$ cat config.mk
export PLATFORM = sky130hd
export DESIGN_NAME = pmodacl2_spi_master
export DESIGN_NICKNAME = d
export VERILOG_FILES = /design/src/rtl/pmodacl2_spi_master_pkg.sv /design/src/rtl/pmodacl2_spi_shifter.sv /design/src/rtl/pmodacl2_spi_master.sv
export SDC_FILE = /design/constraint.sdc
export NUM_CORES = 1
export LEC_CHECK = 0
export CAP_MARGIN = 0
export CELL_PAD_IN_SITES_DETAIL_PLACEMENT = 1
export CELL_PAD_IN_SITES_GLOBAL_PLACEMENT = 1
export CORE_AREA = 2 2 92 94
export DETAILED_ROUTE_END_ITERATION = 8
export DIE_AREA = 0 0 94 96
export GPL_ROUTABILITY_DRIVEN = 0
export MAX_ROUTING_LAYER = met4
export PLACE_DENSITY_LB_ADDON = 0.2
export SYNTH_ARGS = -nofsm -noshare
export SYNTH_HDL_FRONTEND = slang
export SYNTH_SLANG_ARGS = --single-unit
$ cat constraint.sdc
create_clock -name clk -period 5.91 [get_ports clk]
set_input_delay 1.182 -clock clk [delete_from_list [all_inputs] [get_ports clk]]
set_output_delay 1.182 -clock clk [all_outputs]
set_load 0.01 [all_outputs]
$ cat src/rtl/pmodacl2_spi_master_pkg.sv
// Shared ADXL362 opcodes and host op encodings for the PmodACL2 SPI master.
package pmodacl2_spi_master_pkg;

  localparam logic [7:0] ADXL362_CMD_WRITE = 8'h0A;
  localparam logic [7:0] ADXL362_CMD_READ  = 8'h0B;
  localparam logic [7:0] ADXL362_CMD_FIFO  = 8'h0D;

  typedef enum logic [1:0] {
    OP_WRITE   = 2'b00,
    OP_READ    = 2'b01,
    OP_FIFO    = 2'b10,
    OP_ILLEGAL = 2'b11
  } op_t;

  function automatic logic [7:0] op_cmd(input op_t o);
    case (o)
      OP_WRITE: op_cmd = ADXL362_CMD_WRITE;
      OP_READ:  op_cmd = ADXL362_CMD_READ;
      OP_FIFO:  op_cmd = ADXL362_CMD_FIFO;
      default:  op_cmd = 8'h00;
    endcase
  endfunction

endpackage

$ cat src/rtl/pmodacl2_spi_shifter.sv
// One-byte SPI mode-0 shifter: half-period divider, bit counter, TX/RX shift registers.
module pmodacl2_spi_shifter #(
  parameter int CLK_DIV = 8
) (
  input  logic       clk,
  input  logic       rst,
  input  logic       load,
  input  logic [7:0] tx_byte,
  input  logic       miso,
  output logic       sclk,
  output logic       mosi,
  output logic       byte_done,
  output logic       rx_done,
  output logic [7:0] rx_byte
);

  localparam int DW = $clog2(CLK_DIV);
  localparam logic [DW-1:0] DIV_MAX = DW'(CLK_DIV - 1);

  logic [DW-1:0] div_cnt;
  logic [2:0]    bit_cnt;
  logic [7:0]    tx_sr;
  logic [7:0]    rx_sr;
  logic          active;
  logic          half_end;

  assign half_end  = active && (div_cnt == '0);
  // rx_done marks the edge that samples bit 7; byte_done marks the final fall
  assign rx_done   = half_end && !sclk && (bit_cnt == 3'd7);
  assign byte_done = half_end &&  sclk && (bit_cnt == 3'd7);
  assign rx_byte   = {rx_sr[6:0], miso};
  assign mosi      = active & tx_sr[7];

  always_ff @(posedge clk) begin
    if (rst) begin
      div_cnt <= '0;
      bit_cnt <= '0;
      tx_sr   <= '0;
      rx_sr   <= '0;
      sclk    <= 1'b0;
      active  <= 1'b0;
    end else if (load) begin
      tx_sr   <= tx_byte;
      bit_cnt <= '0;
      div_cnt <= DIV_MAX;
      sclk    <= 1'b0;
      active  <= 1'b1;
    end else if (active) begin
      if (div_cnt == '0) begin
        div_cnt <= DIV_MAX;
        if (!sclk) begin
          sclk  <= 1'b1;
          rx_sr <= {rx_sr[6:0], miso};
        end else begin
          sclk <= 1'b0;
          if (bit_cnt == 3'd7) begin
            active <= 1'b0;
          end else begin
            bit_cnt <= bit_cnt + 3'd1;
            tx_sr   <= {tx_sr[6:0], 1'b0};
          end
        end
      end else begin
        div_cnt <= div_cnt - 1'b1;
      end
    end
  end

endmodule

$ cat src/rtl/pmodacl2_spi_master.sv
// ADXL362 SPI master: accepts host commands, sequences command/address/data bytes and chip select.
//
//  state    | meaning
//  S_IDLE   | nCS high, waiting for start
//  S_SETUP  | nCS low, setup delay before first bit
//  S_SHIFT  | bytes shifting through the shifter
//  S_HOLD   | SCLK low after last fall, nCS still low
//  S_CSIDLE | nCS high, minimum deselect time; done on last cycle
module pmodacl2_spi_master
  import pmodacl2_spi_master_pkg::*;
#(
  parameter int CLK_DIV  = 8,
  parameter int CS_SETUP = 4,
  parameter int CS_HOLD  = 4,
  parameter int CS_IDLE  = 8
) (
  input  logic       clk,
  input  logic       rst,
  input  logic       start,
  input  logic [1:0] op,
  input  logic [5:0] address,
  input  logic [7:0] wdata,
  input  logic [3:0] len,
  output logic       busy,
  output logic       done,
  output logic       cmd_err,
  output logic [7:0] rdata,
  output logic       rdata_valid,
  output logic       SCLK,
  output logic       MOSI,
  output logic       nCS,
  input  logic       MISO
);

  typedef enum logic [2:0] {S_IDLE, S_SETUP, S_SHIFT, S_HOLD, S_CSIDLE} state_t;

  state_t     state, next_state;
  logic [7:0] cnt, cnt_nxt;
  logic [4:0] byte_idx, idx_nxt, last_idx;
  op_t        op_q;
  logic [5:0] addr_q;
  logic [7:0] wdata_q;
  logic       accept, load, byte_done, rx_done, data_byte;
  logic [7:0] tx_byte, rx_byte;

  assign accept    = start && (state == S_IDLE) && (op_t'(op) != OP_ILLEGAL);
  assign data_byte = ((op_q == OP_READ) && (byte_idx >= 5'd2)) ||
                     ((op_q == OP_FIFO) && (byte_idx >= 5'd1));
  assign busy      = (state != S_IDLE);
  assign done      = (state == S_CSIDLE) && (cnt == '0);
  assign nCS       = !((state == S_SETUP) || (state == S_SHIFT) || (state == S_HOLD));

  always_comb begin
    next_state = state;
    cnt_nxt    = cnt;
    idx_nxt    = byte_idx;
    load       = 1'b0;
    case (state)
      S_IDLE: if (accept) begin
        next_state = S_SETUP;
        cnt_nxt    = 8'(CS_SETUP - 1);
        idx_nxt    = '0;
      end
      S_SETUP: if (cnt == '0) begin
        next_state = S_SHIFT;
        load       = 1'b1;
      end else cnt_nxt = cnt - 8'd1;
      S_SHIFT: if (byte_done) begin
        if (byte_idx == last_idx) begin
          next_state = S_HOLD;
          cnt_nxt    = 8'(CS_HOLD - 1);
        end else begin
          load    = 1'b1;
          idx_nxt = byte_idx + 5'd1;
        end
      end
      S_HOLD: if (cnt == '0) begin
        next_state = S_CSIDLE;
        cnt_nxt    = 8'(CS_IDLE - 1);
      end else cnt_nxt = cnt - 8'd1;
      S_CSIDLE: if (cnt == '0) next_state = S_IDLE;
                else cnt_nxt = cnt - 8'd1;
      default: next_state = S_IDLE;
    endcase
  end

  // Byte to load is chosen by the index it will occupy once loaded
  always_comb begin
    tx_byte = 8'h00;
    if (idx_nxt == 5'd0)                             tx_byte = op_cmd(op_q);
    else if ((idx_nxt == 5'd1) && (op_q != OP_FIFO)) tx_byte = {2'b00, addr_q};
    else if ((idx_nxt == 5'd2) && (op_q == OP_WRITE)) tx_byte = wdata_q;
  end

  always_ff @(posedge clk) begin
    if (rst) begin
      state       <= S_IDLE;
      cnt         <= '0;
      byte_idx    <= '0;
      last_idx    <= '0;
      op_q        <= OP_WRITE;
      addr_q      <= '0;
      wdata_q     <= '0;
      rdata       <= 8'h00;
      rdata_valid <= 1'b0;
      cmd_err     <= 1'b0;
    end else begin
      state       <= next_state;
      cnt         <= cnt_nxt;
      byte_idx    <= idx_nxt;
      rdata_valid <= rx_done && data_byte;
      cmd_err     <= start && (state == S_IDLE) && (op_t'(op) == OP_ILLEGAL);
      if (rx_done && data_byte) rdata <= rx_byte;
      if (accept) begin
        op_q    <= op_t'(op);
        addr_q  <= address;
        wdata_q <= wdata;
        case (op_t'(op))
          OP_WRITE: last_idx <= 5'd2;
          OP_READ:  last_idx <= {1'b0, len} + 5'd2;
          default:  last_idx <= {1'b0, len} + 5'd1;
        endcase
      end
    end
  end

  pmodacl2_spi_shifter #(.CLK_DIV(CLK_DIV)) u_shifter (
    .clk       (clk),
    .rst       (rst),
    .load      (load),
    .tx_byte   (tx_byte),
    .miso      (MISO),
    .sclk      (SCLK),
    .mosi      (MOSI),
    .byte_done (byte_done),
    .rx_done   (rx_done),
    .rx_byte   (rx_byte)
  );

endmodule
==> impl_metrics.json <==
{
  "run_status": "finished clean",
  "synth_seq_area_share_pct": 40.1,
  "routed_via_density": 5.47,
  "antenna_found_initial": 0,
  "cts_tree": "built",
  "crit_path_end_kind": "flip-flop",
  "cts_max_level": 3,
  "synthCells": 426,
  "vias": 3068,
  "cp.arrival_ns": 4.07,
  "reg2reg_to": "u_shifter.tx_sr[1]$_SDFFE_PP0P_",
  "synth.ff_latch_count": 70,
  "whs_ns": 0.460,
  "vdd_drop_max_mv": 0.126,
  "synth_nets": 464,
  "crit_family": "compound AO/OA/AOI/OAI gates",
  "die_area_mm2": 0.00902,
  "yosys_warnings": 0,
  "synth.avg_cell_area_um2": 8.21,
  "wl_per_cell_um": 15.0,
  "r2r_slack_ns": 2.86,
  "clk_path_buf_depth": 2,
  "cp_num_buf_inv": 1,
  "hold_path_startpoint": "wdata_q[4]$_SDFFE_PP0P_",
  "synth.distinct_cells": 48,
  "path_class": "input pin to flip-flop",
  "fin_util_pct": 51.3,
  "syn_to_final_growth_pct": 18.2,
  "worstHoldPathCells": 2,
  "crit_slowest_cell": "o31ai_1",
  "setup_viol": 0,
  "grt_max_degree": 62,
  "top_usage_layer": "met2",
  "final_cell_mix": "dfxtp_1, nand2_1, a21oi_1, nor2_1, clkdlybuf4s50_1",
  "wirelength_um": 8420,
  "ys.flop_type": "dfxtp_1",
  "total_leakage_power_uw": 0.00149,
  "core_area_mm2": 0.00805,
  "hold_path_end": "wdata_q[4]$_SDFFE_PP0P_",
  "seq_power_share_pct": 42.1,
  "fin_crit_sh_pct": 64.6,
  "hold_viol_final": 0,
  "pwr-share-comb_pct": 24.3,
  "hp-class": "flip-flop to flip-flop",
  "fin_setup_tns_ns": 0,
  "mostFrequentLayoutCell": "dfxtp_1",
  "worstSetupStartpointType": "input pin",
  "finalCriticalPeriod_ns": 3.82,
  "dp.cells": 545,
  "grt_usage_pct": 20.8,
  "drtAntennaViolNets": 0,
  "rsz0062_at_grt": "false",
  "drive_gt1_share_pct": 6.36,
  "pwr_density_cell_mw_per_mm2": 318,
  "ys_async_sr_fraction_pct": 0,
  "clkLatencyLatePin_ns": 0.35,
  "grt_pass1_vias": 3030,
  "switching_power_uw": 424,
  "layoutNonFillerInstCount": 561,
  "diodes": 0,
  "cts.sinks": 70,
  "tightest_slew_ns": 1.07,
  "max-cap-violations": 0,
  "finalClockSkew_ns": 0.0104,
  "fp.dieH_um": 96,
  "grt_pass1_wl_um": 14500,
  "drtIter0Drc": 150,
  "start_util_pct": 43.4,
  "grtUsageMet1_pct": 25.4,
  "power_uw": 1320,
  "post_cts_resized": 0,
  "io_pins": 39,
  "slew_headroom_pct": 28.4,
  "cp_slowest_stage_delay_ns": 0.71,
  "clk_pin_slew_worst_paths_ns": 0.08,
  "drc": 0,
  "synth_edf_count": 0,
  "swShare_pct": 32.2,
  "first_pass_iters": 6,
  "holdBufCountCts": 0,
  "critPathMaxFanout": 23,
  "path_cells": "clkdlybuf4s50_1 -> nand2_1 -> nand2b_1 -> nand3_1 -> o31ai_1 -> a222oi_1 -> o22ai_1",
  "dp_hpwl_um": 5930,
  "use_met2_pct": 34.5,
  "numCtsBuffers": 9,
  "post_cts_buffers": 0,
  "grt_util_met3_pct": 4.78,
  "slew_violations": 0,
  "p_int_uw": 891,
  "port_buffers": 38,
  "die_x_um": 94,
  "overflow": 0,
  "fp-row-count": 33,
  "p_clk_share_pct": 33.5,
  "r2r_start": "state[1]$_SDFFE_PP0P_",
  "root_buffer": "clkbuf_8",
  "ff2ff_path_depth": 6,
  "synth_area_mm2": 0.00350,
  "fmax_mhz": 262,
  "nets": 489,
  "critPathRequiredTime_ns": 6.17
}
[power groups by stage]
stage / clock [uW] / combinational, uW / sequential, uW
3_3_place_gp: 0 / 304 / 562
3_5_place_dp: 0 / 316 / 565
6_report: 441 / 320 / 554
5_1_grt: 479 / 358 / 562
4_1_cts: 453 / 319 / 555
2_1_floorplan: 0 / 244 / 546
[registers in the layout (all words and copies together) (netlist names), 5 cells and up]
name and count:
wdata_q 8, last_idx 5, u_shifter.rx_sr 7, rdata 8, addr_q 6, byte_idx 5
u_shifter.tx_sr 8, cnt 8
[logic make-up (layout without fill, tap and decap cells)]
kind of cell	Yosys count	in the layout	synth area share, %
adder cells (fa/ha/maj)	14	14	5.01
AND/OR/NAND/NOR	179	179	24.4
AO/OA/AOI/OAI	98	98	18.0
multiplexers	20	20	5.72
flip-flops	70	70	40.1
XOR/XNOR	10	10	2.50
buffers and inverters	35	65	4.33
[worst reg2reg max path: stages, from the launching register on]
cell	delay, ns
dfxtp_1	0.60
or4b_4	0.28
nand2b_1	0.67
nand3_1	0.26
o31ai_1	0.71
a222oi_1	0.21
o22ai_1	0.23
[Yosys cell counts, drive strengths merged (5+ instances only)]
cell	instances	area [um2]
and2	5	31.3
or3	6	37.5
o21ai	13	65.1
nor2b	7	43.8
nor3b	5	37.5
nand2b	5	31.3
nor2	43	161
ha	14	175
nand3	15	75.1
nor3	12	65.1
inv	10	37.5
nand2	64	240
clkbuf	19	71.3
o22ai	7	43.8
xor2	8	70.1
a21oi	46	245
mux2i	20	200
buf	6	42.5
dfxtp	70	1400
[per-stage QoR]
stage	worst slack, ns	instance area, um2
final	2.09	4130
after global routing	1.84	4130
after CTS	2.15	4130
after detailed placement	1.81	3900
after global placement	2.00	3900
after floorplan	3.00	3500
[area by class of cell]
class / instances / area (um2)
fill: 996 / 3920
multi-input combinational: 321 / 1950
sequential: 70 / 1400
timing repair buffer: 39 / 383
clock buffer: 10 / 138
tap: 105 / 131
clock inverter: 6 / 92.6
inverter: 10 / 37.5
[worst max-delay path by stage]
stage                     startpoint                         endpoint  slack, ns  cells after the start
after floorplan                start              cnt[2]$_SDFFE_PP0P_       3.00                      8
after global placement         op[1]  u_shifter.tx_sr[2]$_SDFFE_PP0P_       2.00                      7
after detailed placement       op[1]  u_shifter.tx_sr[1]$_SDFFE_PP0P_       1.81                      7
after CTS                      op[1]  u_shifter.tx_sr[1]$_SDFFE_PP0P_       2.15                      7
after global routing           op[1]  u_shifter.tx_sr[2]$_SDFFE_PP0P_       1.84                      7
final                          op[1]  u_shifter.tx_sr[1]$_SDFFE_PP0P_       2.09                      7
[per-layer routing]
layer | part of all wire [%] | wire length, um | vias up
li1 | - | - | 1542
met1 | 47 | 3920 | 1463
met2 | 49 | 4100 | 52
met3 | 3.5 | 292 | 11
met4 | 1.3 | 110 | 0
met5 | 0 | 0 | -
(Power assumes the default switching activity.)
